File: src/rtl/hack_cpu_core.sv
// Hack CPU core: instruction decode, A/D/PC registers and the embedded Hack ALU; one instruction per clock.
// Optional macro CPU_STALL_EN adds a 'stall' input that freezes A, D, PC and suppresses writeM.
module hack_cpu_core #(
  parameter int unsigned          ADDR_W       = 15,
  parameter logic [ADDR_W-1:0]    RESET_VECTOR = '0
) (
  input  logic              clk,
  input  logic              reset,
  input  logic [15:0]       inM,
  input  logic [15:0]       instruction,
`ifdef CPU_STALL_EN
  input  logic              stall,
`endif
  output logic [15:0]       outM,
  output logic              writeM,
  output logic [ADDR_W-1:0] addressM,
  output logic [ADDR_W-1:0] pc
);

  localparam int unsigned DATA_W = 16;

  logic [DATA_W-1:0] a_q, a_d;
  logic [DATA_W-1:0] d_q, d_d;
  logic [ADDR_W-1:0] pc_q, pc_d;

  logic              stall_c;
  logic              is_c_c;
  logic              sel_m_c;
  logic              zx_c, nx_c, zy_c, ny_c, f_c, no_c;
  logic              dst_a_c, dst_d_c, dst_m_c;
  logic              j_lt_c, j_eq_c, j_gt_c;
  logic [DATA_W-1:0] x_c, y_c, xz_c, yz_c, xn_c, yn_c, fo_c, alu_c;
  logic              zr_c, ng_c, take_c;
  logic              unused_ign_c;

`ifdef CPU_STALL_EN
  assign stall_c = stall;
`else
  assign stall_c = 1'b0;
`endif

  // Instruction field decode; bits [14:13] carry no meaning
  assign is_c_c  = instruction[15];
  assign sel_m_c = instruction[12];
  assign zx_c    = instruction[11];
  assign nx_c    = instruction[10];
  assign zy_c    = instruction[9];
  assign ny_c    = instruction[8];
  assign f_c     = instruction[7];
  assign no_c    = instruction[6];
  assign dst_a_c = instruction[5];
  assign dst_d_c = instruction[4];
  assign dst_m_c = instruction[3];
  assign j_lt_c  = instruction[2];
  assign j_eq_c  = instruction[1];
  assign j_gt_c  = instruction[0];
  assign unused_ign_c = ^instruction[14:13];

  // Hack ALU: x is always D, y selects A or the RAM read value
  always_comb begin
    x_c   = d_q;
    y_c   = sel_m_c ? inM : a_q;
    xz_c  = zx_c ? '0 : x_c;
    yz_c  = zy_c ? '0 : y_c;
    xn_c  = nx_c ? ~xz_c : xz_c;
    yn_c  = ny_c ? ~yz_c : yz_c;
    fo_c  = f_c ? DATA_W'(xn_c + yn_c) : (xn_c & yn_c);
    alu_c = no_c ? ~fo_c : fo_c;
  end

  assign zr_c   = (alu_c == '0);
  assign ng_c   = alu_c[DATA_W-1];
  assign take_c = is_c_c & ((j_lt_c & ng_c) | (j_eq_c & zr_c) | (j_gt_c & ~ng_c & ~zr_c));

  // Next-state selection; a stall simply holds every register
  always_comb begin
    a_d  = a_q;
    d_d  = d_q;
    pc_d = pc_q;
    if (!stall_c) begin
      if (!is_c_c) begin
        a_d = instruction;
      end else begin
        if (dst_a_c) a_d = alu_c;
        if (dst_d_c) d_d = alu_c;
      end
      pc_d = take_c ? a_q[ADDR_W-1:0] : ADDR_W'(pc_q + ADDR_W'(1));
    end
  end

  always_ff @(posedge clk) begin
    if (reset) begin
      a_q  <= '0;
      d_q  <= '0;
      pc_q <= RESET_VECTOR;
    end else begin
      a_q  <= a_d;
      d_q  <= d_d;
      pc_q <= pc_d;
    end
  end

  // The write strobe and its data follow the current instruction in the same cycle
  assign outM     = alu_c;
  assign writeM   = is_c_c & dst_m_c & ~reset & ~stall_c;
  assign addressM = a_q[ADDR_W-1:0];
  assign pc       = pc_q;

endmodule

File: config.mk
export PLATFORM = sky130hd
export DESIGN_NAME = hack_cpu_core
export DESIGN_NICKNAME = d
export VERILOG_FILES = /design/src/rtl/hack_cpu_core.sv
export SDC_FILE = /design/constraint.sdc
export NUM_CORES = 1
export LEC_CHECK = 0
export CAP_MARGIN = 20
export CORE_MARGIN = 1.5
export CORE_UTILIZATION = 46
export DETAILED_ROUTE_END_ITERATION = 8
export GPL_TIMING_DRIVEN = 0
export PLACE_DENSITY = 0.71
export REMOVE_ABC_BUFFERS = 1
export SYNTH_ARGS = -nofsm -noshare
export SYNTH_HDL_FRONTEND = slang
export SYNTH_SLANG_ARGS = --single-unit
File: constraint.sdc
create_clock -name clk -period 5.64 [get_ports clk]
set_input_delay 1.128 -clock clk [delete_from_list [all_inputs] [get_ports clk]]
set_output_delay 1.128 -clock clk [all_outputs]
set_load 0.05 [all_outputs]
==> reports/metrics.yaml <==
run_status:
  status: "complete, no violations"
synth:
  synthesized_instance_count: 553
  syn_avg_cell_area_sq_um: 7.951
  post_synth_xor_area_fraction: 0.1295
  synth_compound_gate_area_share: 0.1816
  synth-adder-area-share: 0.05293
  ys.warnings.count: 0
  syn-cell-area_sq_um: 4397
  sequential_element_share_of_the_synthesized_area: 0.2140
  synth-main-ff-cell: "sky130_fd_sc_hd__dfxtp_1"
  synthSimpleGateAreaFrac: 0.2550
  asyncSetResetFlopFracSynth: 0
  synth_cell_types: 65
  synth_top_family_by_area: "simple AND/OR/NAND/NOR gates"
  yosys-mux-area-fraction: 0.08907
  synth-seq-cells: 47
  synth_edf_count: 0
layout:
  most_common_cell_after_layout_fill_and_taps_aside: "sky130_fd_sc_hd__clkdlybuf4s50_1"
  postLayoutCellArea_sq_um: 5333
  areaGrowthSynthToFinish_pct: 21.29
  fill_cells: 864
  top_library_cells_by_usage_in_the_layout_fill_and_taps_aside: "61 x sky130_fd_sc_hd__clkdlybuf4s50_1, 51 x sky130_fd_sc_hd__nor2_1, 47 x sky130_fd_sc_hd__dfxtp_1"
  antennaDiodeCount: 0
  finalNetCount: 645
  drive_gt1_frac: 0.1229
worst_hold_path:
  holdPathEnd: "d_q[3]$_SDFFE_PP0P_"
  min_path_cells: 2
  timing.hold.worst.start: "d_q[3]$_SDFFE_PP0P_"
  min-delay-path-class: "reg -> reg"
floorplan:
  die-height_um: 100.8
  design.portCount: 81
  floorplan.core_area_sq_um: 9240
  die_w_um: 100.8
  start_util: 0.4758
  dieArea_sq_um: 10150
  placement_rows: 35
pwr:
  power.internal_uw: 851.3
  netSwitchingFraction: 0.4720
  power.static_leakage_uw: 0.002085
  p_seq_frac: 0.252
  design_power_total_uw: 1612
  switching_power_uw: 761.0
  vdd_drop_max_mv: 0.1203
  clockPowerShare: 0.158
  power.combinational.fraction: 0.590
  power.density_cell_area_nw_per_um2: 302.4
clock_tree:
  clock_path_buffers: 2
  clk_latency_ns: 0.31
  cts_htree_levels: 2
  clock_tree_from_tritoncts: "built"
  root_buffer: "sky130_fd_sc_hd__clkbuf_8"
  post_cts_hold_buffer_count: 0
  cts.sinks: 47
  clk_pin_slew_ns: 0.10
  cts_inserted_buffers: 5
worst_setup_path:
  worst-setup-path-type: "in -> out"
  timing.reg2reg.worst_path_depth: 15
  rr_startpoint: "a_q[0]$_SDFFE_PP0P_"
  regToRegSetupSlack_ns: 1.23
  critPathCaptureType: "primary output"
  critPathLaunchType: "input port"
  timing.rr.end: "pc[4]$_SDFF_PP0_"
  critical_path_required_ns: 4.51
  worst_ep_arrival_time_ns: 4.38
  path_max_fanout: 6
placed_design:
  detailed_place.area_sq_um: 5120
  gp_congestion: 0.9182
  io_buffers: 80
  pre_cts_ws_ns: -1.593
  hpwlAfterDp_um: 8475
global_routing:
  grt_antenna_before_repair: 0
  maximum_number_of_pins_on_one_net_before_global_route_repair: 39
  global_route.overflow_total: 0
  number_of_global_route_vias_before_repair: 3690
  grt_pass1_wl_um: 18770
  gr-usage-all-layers: 0.2316
timing:
  final-max-slew-violation-count: 0
  worstMarginPinSlew_ns: 1.117
  rsz0062_at_grt: "true"
  hold_viol_final: 0
  finalSetupViolCount: 0
  setup_total_negative_slack_ns: 0
  fin_skew_ns: 0.01055
  crit_share_post_route: 0.9765
  timing.final.ws_setup_ns: 0.1323
  finalCriticalPeriod_ns: 5.508
  maxSlewHeadroom: 0.2531
  fmaxAchievable_mhz: 181.6
run:
  timing.max_cap.violations: 0
route:
  drcViolationCount: 0
  average_via_count_per_standard_cell: 5.541
  detailroute.via_count: 4006
  ant_nets: 0
  wire_per_inst_um: 15.95
  drt_first_pass_iters: 4
  detailedRoute.firstIterationViolations: 186
  finalWirelength_um: 11540
worst max-delay path by stage:
| stage | start | to | slack (ns) |
|---|---|---|---|
| 2_1_floorplan | instruction[12] | pc[10]$_SDFF_PP0_ | 0.16 |
| 3_3_place_gp | instruction[12] | outM[12] | -1.65 |
| 3_5_place_dp | instruction[12] | outM[12] | -1.59 |
| 4_1_cts | inM[0] | outM[12] | -0.1 |
| 5_1_grt | inM[0] | outM[12] | -0.05 |
| 6_report | inM[0] | outM[12] | 0.13 |
what timing repair did:
action / 4_1_cts / 5_1_grt
pin swaps: 0 / 4
setup endpoints to repair: 30 / 26
setup buffers: 0 / 5
resized for setup: 43 / 30
critical path, cell delays in order:
cell and delay, ns:
sky130_fd_sc_hd__clkdlybuf4s50_1 0.40, sky130_fd_sc_hd__mux2i_1 0.15, sky130_fd_sc_hd__nor2_1 0.07, sky130_fd_sc_hd__xor2_1 0.16, sky130_fd_sc_hd__ha_2 0.23, sky130_fd_sc_hd__fa_2 0.35, sky130_fd_sc_hd__a21o_1 0.21, sky130_fd_sc_hd__a221oi_4 0.41
sky130_fd_sc_hd__o22ai_2 0.13, sky130_fd_sc_hd__mux2_2 0.32, sky130_fd_sc_hd__o21ai_2 0.15, sky130_fd_sc_hd__o21ai_0 0.12, sky130_fd_sc_hd__xnor2_1 0.29, sky130_fd_sc_hd__buf_4 0.26
through the flow:
stage / hold slack [ns] / util / cells
after global placement: 0.4432 / 0.5465 / 706
after CTS: 0.4613 / 0.5663 / 717
after global routing: 0.4794 / 0.5771 / 723
after detailed placement: 0.4472 / 0.5541 / 709
final: 0.4621 / 0.5771 / 723
after floorplan: 0.4308 / - / 497
registers in the layout, indices dropped and copies added (netlist names):
register  cells
d_q          16
pc           15
a_q          16
routing by layer:
layer | track usage | wire (um) | up-vias
met4 | 0.05525 | 154 | 0
met2 | 0.3903 | 5578 | 101
met3 | 0.01872 | 530 | 13
li1 | - | - | 2008
met1 | 0.3206 | 5272 | 1884
met5 | 0 | 0 | -
cell families (layout without fill, tap and decap cells):
family,after synthesis,count (layout)
flops,47,47
fa+ha+maj,18,18
mux,39,39
buf+inv,65,106
compound gates,116,116
xor+xnor,65,65
simple gates,203,203
power groups by stage:
stage | Sequential [uW] | Combinational [uW] | Clock, uW
after floorplan | 498 | 558 | 0
after global placement | 412 | 913 | 0
after detailed placement | 413 | 932 | 0
after CTS | 406 | 921 | 261
after global routing | 412 | 1020 | 274
final | 406 | 952 | 255
area by class of cell:
cell class,instances,area (sq um),area share
multi-input cells,441,3173,0.5950
flip-flops and latches,47,940.9,0.1764
repair buffers,89,910.9,0.1708
well taps,129,161.4,0.03027
clock buffers,5,68.82,0.01290
clock inverters,3,43.79,0.008212
inverters,9,33.78,0.006335
synthesized netlist by cell type (3+ instances only):
cell type | count | area (sq um)
sky130_fd_sc_hd__nor2_1 | 51 | 191.4
sky130_fd_sc_hd__dfxtp_1 | 47 | 940.9
sky130_fd_sc_hd__nand2_1 | 46 | 172.7
sky130_fd_sc_hd__xnor2_1 | 42 | 367.9
sky130_fd_sc_hd__mux2i_1 | 38 | 380.4
sky130_fd_sc_hd__a21oi_1 | 34 | 170.2
sky130_fd_sc_hd__clkbuf_1 | 29 | 108.9
sky130_fd_sc_hd__xor2_1 | 23 | 201.4
sky130_fd_sc_hd__nand2b_1 | 19 | 118.9
sky130_fd_sc_hd__buf_4 | 17 | 127.6
sky130_fd_sc_hd__ha_1 | 17 | 212.7
sky130_fd_sc_hd__nand3_1 | 17 | 85.08
sky130_fd_sc_hd__o21ai_0 | 15 | 75.07
sky130_fd_sc_hd__a211oi_1 | 14 | 105.1
sky130_fd_sc_hd__nor3_1 | 12 | 60.06
sky130_fd_sc_hd__nor3_2 | 10 | 100.1
sky130_fd_sc_hd__nor3b_2 | 10 | 125.1
sky130_fd_sc_hd__o21ai_1 | 10 | 50.05
sky130_fd_sc_hd__a21o_1 | 9 | 67.56
sky130_fd_sc_hd__inv_1 | 8 | 30.03
sky130_fd_sc_hd__nor3b_1 | 8 | 60.06
sky130_fd_sc_hd__and3_1 | 6 | 37.54
sky130_fd_sc_hd__nor2b_1 | 6 | 37.54
sky130_fd_sc_hd__buf_1 | 4 | 15.01
sky130_fd_sc_hd__nand4_1 | 4 | 25.02
sky130_fd_sc_hd__o21a_1 | 4 | 30.03
sky130_fd_sc_hd__buf_2 | 3 | 15.01
sky130_fd_sc_hd__o211ai_1 | 3 | 22.52
Note: power is estimated with default switching activity, not from simulation.
